==> src/rtl/rf_access_arbiter.sv <==
// Two-requester round-robin arbiter in front of a built-in bank of NREG clock-enabled registers.
// All state updates on the falling edge of clk_n; grants are combinational from the owner state.
module rf_access_arbiter #(
  parameter int unsigned NREG      = 8,
  parameter int unsigned AW        = 3,
  parameter int unsigned DW        = 16,
  parameter int unsigned BURST_MAX = 4
) (
  input  logic          clk_n,
  input  logic          rst,
  input  logic          a_req,
  input  logic          a_lock,
  input  logic          a_we,
  input  logic [AW-1:0] a_addr,
  input  logic [DW-1:0] a_wdata,
  output logic          a_gnt,
  output logic [DW-1:0] a_rdata,
  output logic          a_rvalid,
  input  logic          b_req,
  input  logic          b_lock,
  input  logic          b_we,
  input  logic [AW-1:0] b_addr,
  input  logic [DW-1:0] b_wdata,
  output logic          b_gnt,
  output logic [DW-1:0] b_rdata,
  output logic          b_rvalid
);

  localparam int unsigned CW = $clog2(BURST_MAX + 1);

  typedef enum logic [1:0] {
    IDLE  = 2'd0,
    OWN_A = 2'd1,
    OWN_B = 2'd2
  } state_e;

  typedef struct packed {
    logic          we;
    logic [AW-1:0] addr;
    logic [DW-1:0] wdata;
  } acc_t;

  generate
    if (NREG != (32'd1 << AW)) begin : g_bad_param
      $error("rf_access_arbiter: NREG must equal 2**AW");
    end
  endgenerate

  state_e        state_q, state_d;
  logic [CW-1:0] cnt_q, cnt_d;
  logic          ptr_q, ptr_d;   // 0 = A, 1 = B; favoured requester on IDLE contention

  logic [DW-1:0] regs_q [NREG];
  logic [DW-1:0] regs_d [NREG];
  logic [NREG-1:0] wen_c;

  acc_t          acc_c;
  logic          acc_go_c;
  logic [DW-1:0] rd_word_c;

  logic [DW-1:0] a_rdata_q, a_rdata_d;
  logic [DW-1:0] b_rdata_q, b_rdata_d;
  logic          a_rvalid_q, a_rvalid_d;
  logic          b_rvalid_q, b_rvalid_d;

  // State register
  always_ff @(negedge clk_n or posedge rst) begin
    if (rst) begin
      state_q <= IDLE;
      cnt_q   <= '0;
      ptr_q   <= 1'b0;
    end else begin
      state_q <= state_d;
      cnt_q   <= cnt_d;
      ptr_q   <= ptr_d;
    end
  end

  // Next-state: round-robin entry, bounded lock bursts, forced release to a waiting peer
  always_comb begin
    state_d = state_q;
    cnt_d   = cnt_q;
    ptr_d   = ptr_q;
    case (state_q)
      IDLE: begin
        if (a_req && (!b_req || !ptr_q)) begin
          state_d = OWN_A;
          ptr_d   = 1'b0;
          cnt_d   = '0;
        end else if (b_req) begin
          state_d = OWN_B;
          ptr_d   = 1'b1;
          cnt_d   = '0;
        end
      end
      OWN_A: begin
        if (!a_req) begin
          cnt_d = '0;
          if (b_req) begin
            state_d = OWN_B;
            ptr_d   = 1'b1;
          end else begin
            state_d = IDLE;
          end
        end else if (b_req) begin
          if (a_lock && (cnt_q < CW'(BURST_MAX - 1))) begin
            cnt_d = cnt_q + CW'(1);
          end else begin
            state_d = OWN_B;
            ptr_d   = 1'b1;
            cnt_d   = '0;
          end
        end
      end
      OWN_B: begin
        if (!b_req) begin
          cnt_d = '0;
          if (a_req) begin
            state_d = OWN_A;
            ptr_d   = 1'b0;
          end else begin
            state_d = IDLE;
          end
        end else if (a_req) begin
          if (b_lock && (cnt_q < CW'(BURST_MAX - 1))) begin
            cnt_d = cnt_q + CW'(1);
          end else begin
            state_d = OWN_A;
            ptr_d   = 1'b0;
            cnt_d   = '0;
          end
        end
      end
      default: begin
        state_d = IDLE;
        cnt_d   = '0;
      end
    endcase
  end

  // Grant outputs: owner state qualified by the owner's live request
  always_comb begin
    a_gnt = 1'b0;
    b_gnt = 1'b0;
    if (state_q == OWN_A) a_gnt = a_req;
    if (state_q == OWN_B) b_gnt = b_req;
  end

  // Access mux, per-register write enables and read capture
  always_comb begin
    acc_c    = '0;
    acc_go_c = a_gnt | b_gnt;
    if (a_gnt) begin
      acc_c = '{we: a_we, addr: a_addr, wdata: a_wdata};
    end else if (b_gnt) begin
      acc_c = '{we: b_we, addr: b_addr, wdata: b_wdata};
    end

    wen_c = '0;
    if (acc_go_c && acc_c.we) wen_c[acc_c.addr] = 1'b1;

    for (int i = 0; i < int'(NREG); i++) begin
      regs_d[i] = wen_c[i] ? acc_c.wdata : regs_q[i];
    end

    rd_word_c  = regs_q[acc_c.addr];
    a_rdata_d  = a_rdata_q;
    b_rdata_d  = b_rdata_q;
    a_rvalid_d = 1'b0;
    b_rvalid_d = 1'b0;
    if (a_gnt && !acc_c.we) begin
      a_rdata_d  = rd_word_c;
      a_rvalid_d = 1'b1;
    end
    if (b_gnt && !acc_c.we) begin
      b_rdata_d  = rd_word_c;
      b_rvalid_d = 1'b1;
    end
  end

  // Register bank and read-return flops
  always_ff @(negedge clk_n or posedge rst) begin
    if (rst) begin
      for (int i = 0; i < int'(NREG); i++) regs_q[i] <= '0;
      a_rdata_q  <= '0;
      b_rdata_q  <= '0;
      a_rvalid_q <= 1'b0;
      b_rvalid_q <= 1'b0;
    end else begin
      for (int i = 0; i < int'(NREG); i++) regs_q[i] <= regs_d[i];
      a_rdata_q  <= a_rdata_d;
      b_rdata_q  <= b_rdata_d;
      a_rvalid_q <= a_rvalid_d;
      b_rvalid_q <= b_rvalid_d;
    end
  end

  assign a_rdata  = a_rdata_q;
  assign b_rdata  = b_rdata_q;
  assign a_rvalid = a_rvalid_q;
  assign b_rvalid = b_rvalid_q;

endmodule

==> config.mk <==
export PLATFORM = sky130hd
export DESIGN_NAME = rf_access_arbiter
export DESIGN_NICKNAME = d
export VERILOG_FILES = /design/src/rtl/rf_access_arbiter.sv
export SDC_FILE = /design/constraint.sdc
export NUM_CORES = 1
export LEC_CHECK = 0
export CAP_MARGIN = 20
export CORE_UTILIZATION = 60
export DETAILED_ROUTE_END_ITERATION = 7
export GPL_ROUTABILITY_DRIVEN = 0
export HOLD_SLACK_MARGIN = 0.05
export PLACE_DENSITY = 0.93
export SYNTH_ARGS = -nofsm -noshare
export SYNTH_HDL_FRONTEND = slang
export SYNTH_SLANG_ARGS = --single-unit
==> constraint.sdc <==
create_clock -name clk_n -period 10.3 [get_ports clk_n]
set_input_delay 2.575 -clock clk_n [delete_from_list [all_inputs] [get_ports clk_n]]
set_output_delay 2.575 -clock clk_n [all_outputs]
set_load 0.01 [all_outputs]
==> impl_metrics.tcl <==
set metrics [dict create \
    nNetsFinal 1063 \
    worst_slew_pin_slew_ns 0.8427 \
    yosys_most_used_dff "dfrtn_1" \
    final_cell_mix "dfrtn_1, nor2_1, a21oi_1" \
    post-place-ws_ns 0.08009 \
    reg2reg_slack_ns 7.45 \
    cp_slowest_stage_delay_ns 0.61 \
    final_common_cell "dfrtn_1" \
    cts_sinks 168 \
    overflow 0 \
    clockBufferDepth 2 \
    first_global_vias 7888 \
    ant_nets 0 \
    maxCapViolCount 0 \
    hp-class "reg2reg" \
    hold_path_end "a_rdata[15]" \
    finalSetupViolCount 0 \
    whs_ns 0.4298 \
    htreeDepth 4 \
    path_class "reg2out" \
    wl_per_cell_um 20.91 \
    syn_area_um2 8967 \
    grt_usage_pct 33.60 \
    final_layout_size_suffix_gt1_share_pct 13.03 \
    cp_max_fo 41 \
    hold_viol_final 0 \
    cts-root-buf "clkbuf_16" \
    cts_setup_buffers 0 \
    synth-seq-cells 168 \
    die_area_um2 15440 \
    syn2layout_area_growth_pct 18.71 \
    grt_max_degree 86 \
    core-area_um2 14530 \
    grt_pass1_wl_um 40930 \
    pin_count 82 \
    synth_edf_count 0 \
    dp_cells 1177 \
    min_path_cells 2 \
    yosysWarnings 0 \
    netlist_instances 943 \
    cts_hold_buf 0 \
    hp-start "a_rdata[15]" \
    start_util_pct 61.70 \
    worstRegToRegCells 8 \
    slew_headroom_pct 43.44 \
    finClkSkew_ns 0.005074 \
    rsz0062_at_grt "false" \
    slowest_stage "clkdlybuf4s50_1" \
    multiInputGateArea_um2 4305 \
    vias 8023 \
    status "finished clean" \
    drv_slew 0 \
    synth_nets 994 \
    vdd_drop_max_mv 0.1513 \
    placed_area_um2 10120 \
    avgSynthCellArea_um2 9.509 \
    cts_tree "done" \
    fin_tns_setup_ns 0 \
    placementRows 44 \
    ys_types 50 \
    clock_latency_ns 0.40 \
    critical_path.endpoint_type "primary output" \
    seq_area_um2 4204 \
    setup_ws_ns 0.1014 \
    required_ns 7.73 \
    avgViaCountPerCell 6.658 \
    cellLeakagePower_nw 4.717 \
    path_cells "inv_1 > ha_2 > nand2_4 > inv_4 > buf_6 > clkdlybuf4s50_1" \
    drt_iter0_markers 1079 \
    routed_wl_um 25200 \
    drc 0 \
    reg2reg_to "a_rdata[11]" \
    place_hpwl_um 15690 \
    fillers 968 \
    synth-async-reset-ratio_pct 100.0 \
    io_buffers 81 \
    design_area_um2 10650 \
    crit_arrival_ns 7.62 \
    instances_no_fill 1205 \
    power_density_nw_per_um2 255.7 \
    first_pass_iters 6 \
    die_w_um 124.3 \
    r2r_start "state_q[0]" \
    start_kind "flip-flop" \
    numCtsBuffers 17 \
    diodes 0 \
    fin_util_pct 73.24 \
    synth_seq_area_share_pct 46.88 \
    die_h_um 124.3 \
    antenna_found_initial 0 \
    clkTransAtPathRegs_ns 0.05 \
    total_power_mw 2.722 \
]
## per-layer routing
metal | GRT usage (%) | part of all wire, % | routed length, um
met1 | 44.74 | 38 | 9695
met2 | 52.06 | 46 | 11690
met3 | 8.247 | 12 | 3033
met4 | 15.17 | 3.1 | 776
met5 | 0 | 0 | 0
## critical path: cells and delay by family, from the launching register on
kind	cells	cell delay, ns
simple gates	1	0.14
fa+ha+maj	1	0.32
flops	1	0.38
buf+inv	4	1.20
## Yosys cell counts, types with 6 or more instances
| cell type | count | area (um2) |
|---|---|---|
| clkbuf_1 | 28 | 105.1 |
| buf_6 | 8 | 90.09 |
| inv_1 | 7 | 26.28 |
| nand2_1 | 104 | 390.4 |
| a311o_1 | 6 | 60.06 |
| o211a_1 | 9 | 90.09 |
| a221o_1 | 9 | 90.09 |
| o21ai_0 | 41 | 205.2 |
| a221oi_1 | 8 | 70.07 |
| o211ai_1 | 15 | 112.6 |
| nor2_1 | 131 | 491.7 |
| and3_1 | 25 | 156.4 |
| a2111oi_2 | 9 | 135.1 |
| a21oi_1 | 117 | 585.6 |
| nand3_1 | 30 | 150.1 |
| dfrtn_1 | 168 | 4204 |
| mux2i_1 | 40 | 400.4 |
| mux2_2 | 26 | 292.8 |
| a22oi_1 | 16 | 120.1 |
| o2bb2ai_1 | 24 | 210.2 |
| buf_2 | 43 | 215.2 |
| a311oi_1 | 18 | 157.7 |
| o2111a_1 | 7 | 78.83 |
| o21ai_1 | 12 | 60.06 |
## power by group
part | switching, mW | total [mW] | internal [mW] | leakage, nW
clock network | 0.243 | 0.576 | 0.333 | 0.263
logic | 0.583 | 1.05 | 0.467 | 2.21
registers | 0.188 | 1.10 | 0.908 | 2.25
total | 1.01 | 2.72 | 1.71 | 4.72
## logic make-up (layout without fill, tap and decap cells)
group	after synthesis	count (layout)	synth area share, %
AND/OR/NAND/NOR	310	310	15.88
AO/OA/AOI/OAI	301	301	23.20
flip-flops	168	168	46.88
buffers and inverters	92	170	5.358
multiplexers	67	67	7.981
adder cells (fa/ha/maj)	5	5	0.6976
## layout make-up
cell class	instances	share of cell area (%)
clock inverters	4	0.1881
clock buffers	24	4.713
flip-flops and latches	168	39.49
well taps	184	2.163
inverters	8	0.3409
repair buffers	134	12.66
multi-input cells	683	40.44
## sequential cells by signal, summed over array words and instances (netlist names)
| name | cells |
|---|---|
| regs_q | 128 |
| ptr_q | 1 |
| state_q | 2 |
| cnt_q | 3 |
| b_rvalid | 1 |
| b_rdata | 16 |
| a_rvalid | 1 |
| a_rdata | 16 |
## repair_timing
action,CTS,global route
resized for setup,2,0
setup endpoints to repair,1,0
hold endpoints to repair,0,0
## worst max path at each step
stage               start           to  slack [ns]  depth (start not counted)
6_report       state_q[1]        a_gnt        0.10                          6
5_1_grt        state_q[1]        a_gnt       0.005                          6
4_1_cts        state_q[1]        a_gnt        0.13                          6
3_5_place_dp        b_req   a_rdata[7]        0.08                          6
3_3_place_gp        b_req  b_rdata[11]        0.23                          7
2_1_floorplan         rst   a_rdata[0]        0.55                          1
Power figures use the tool's default switching activity.
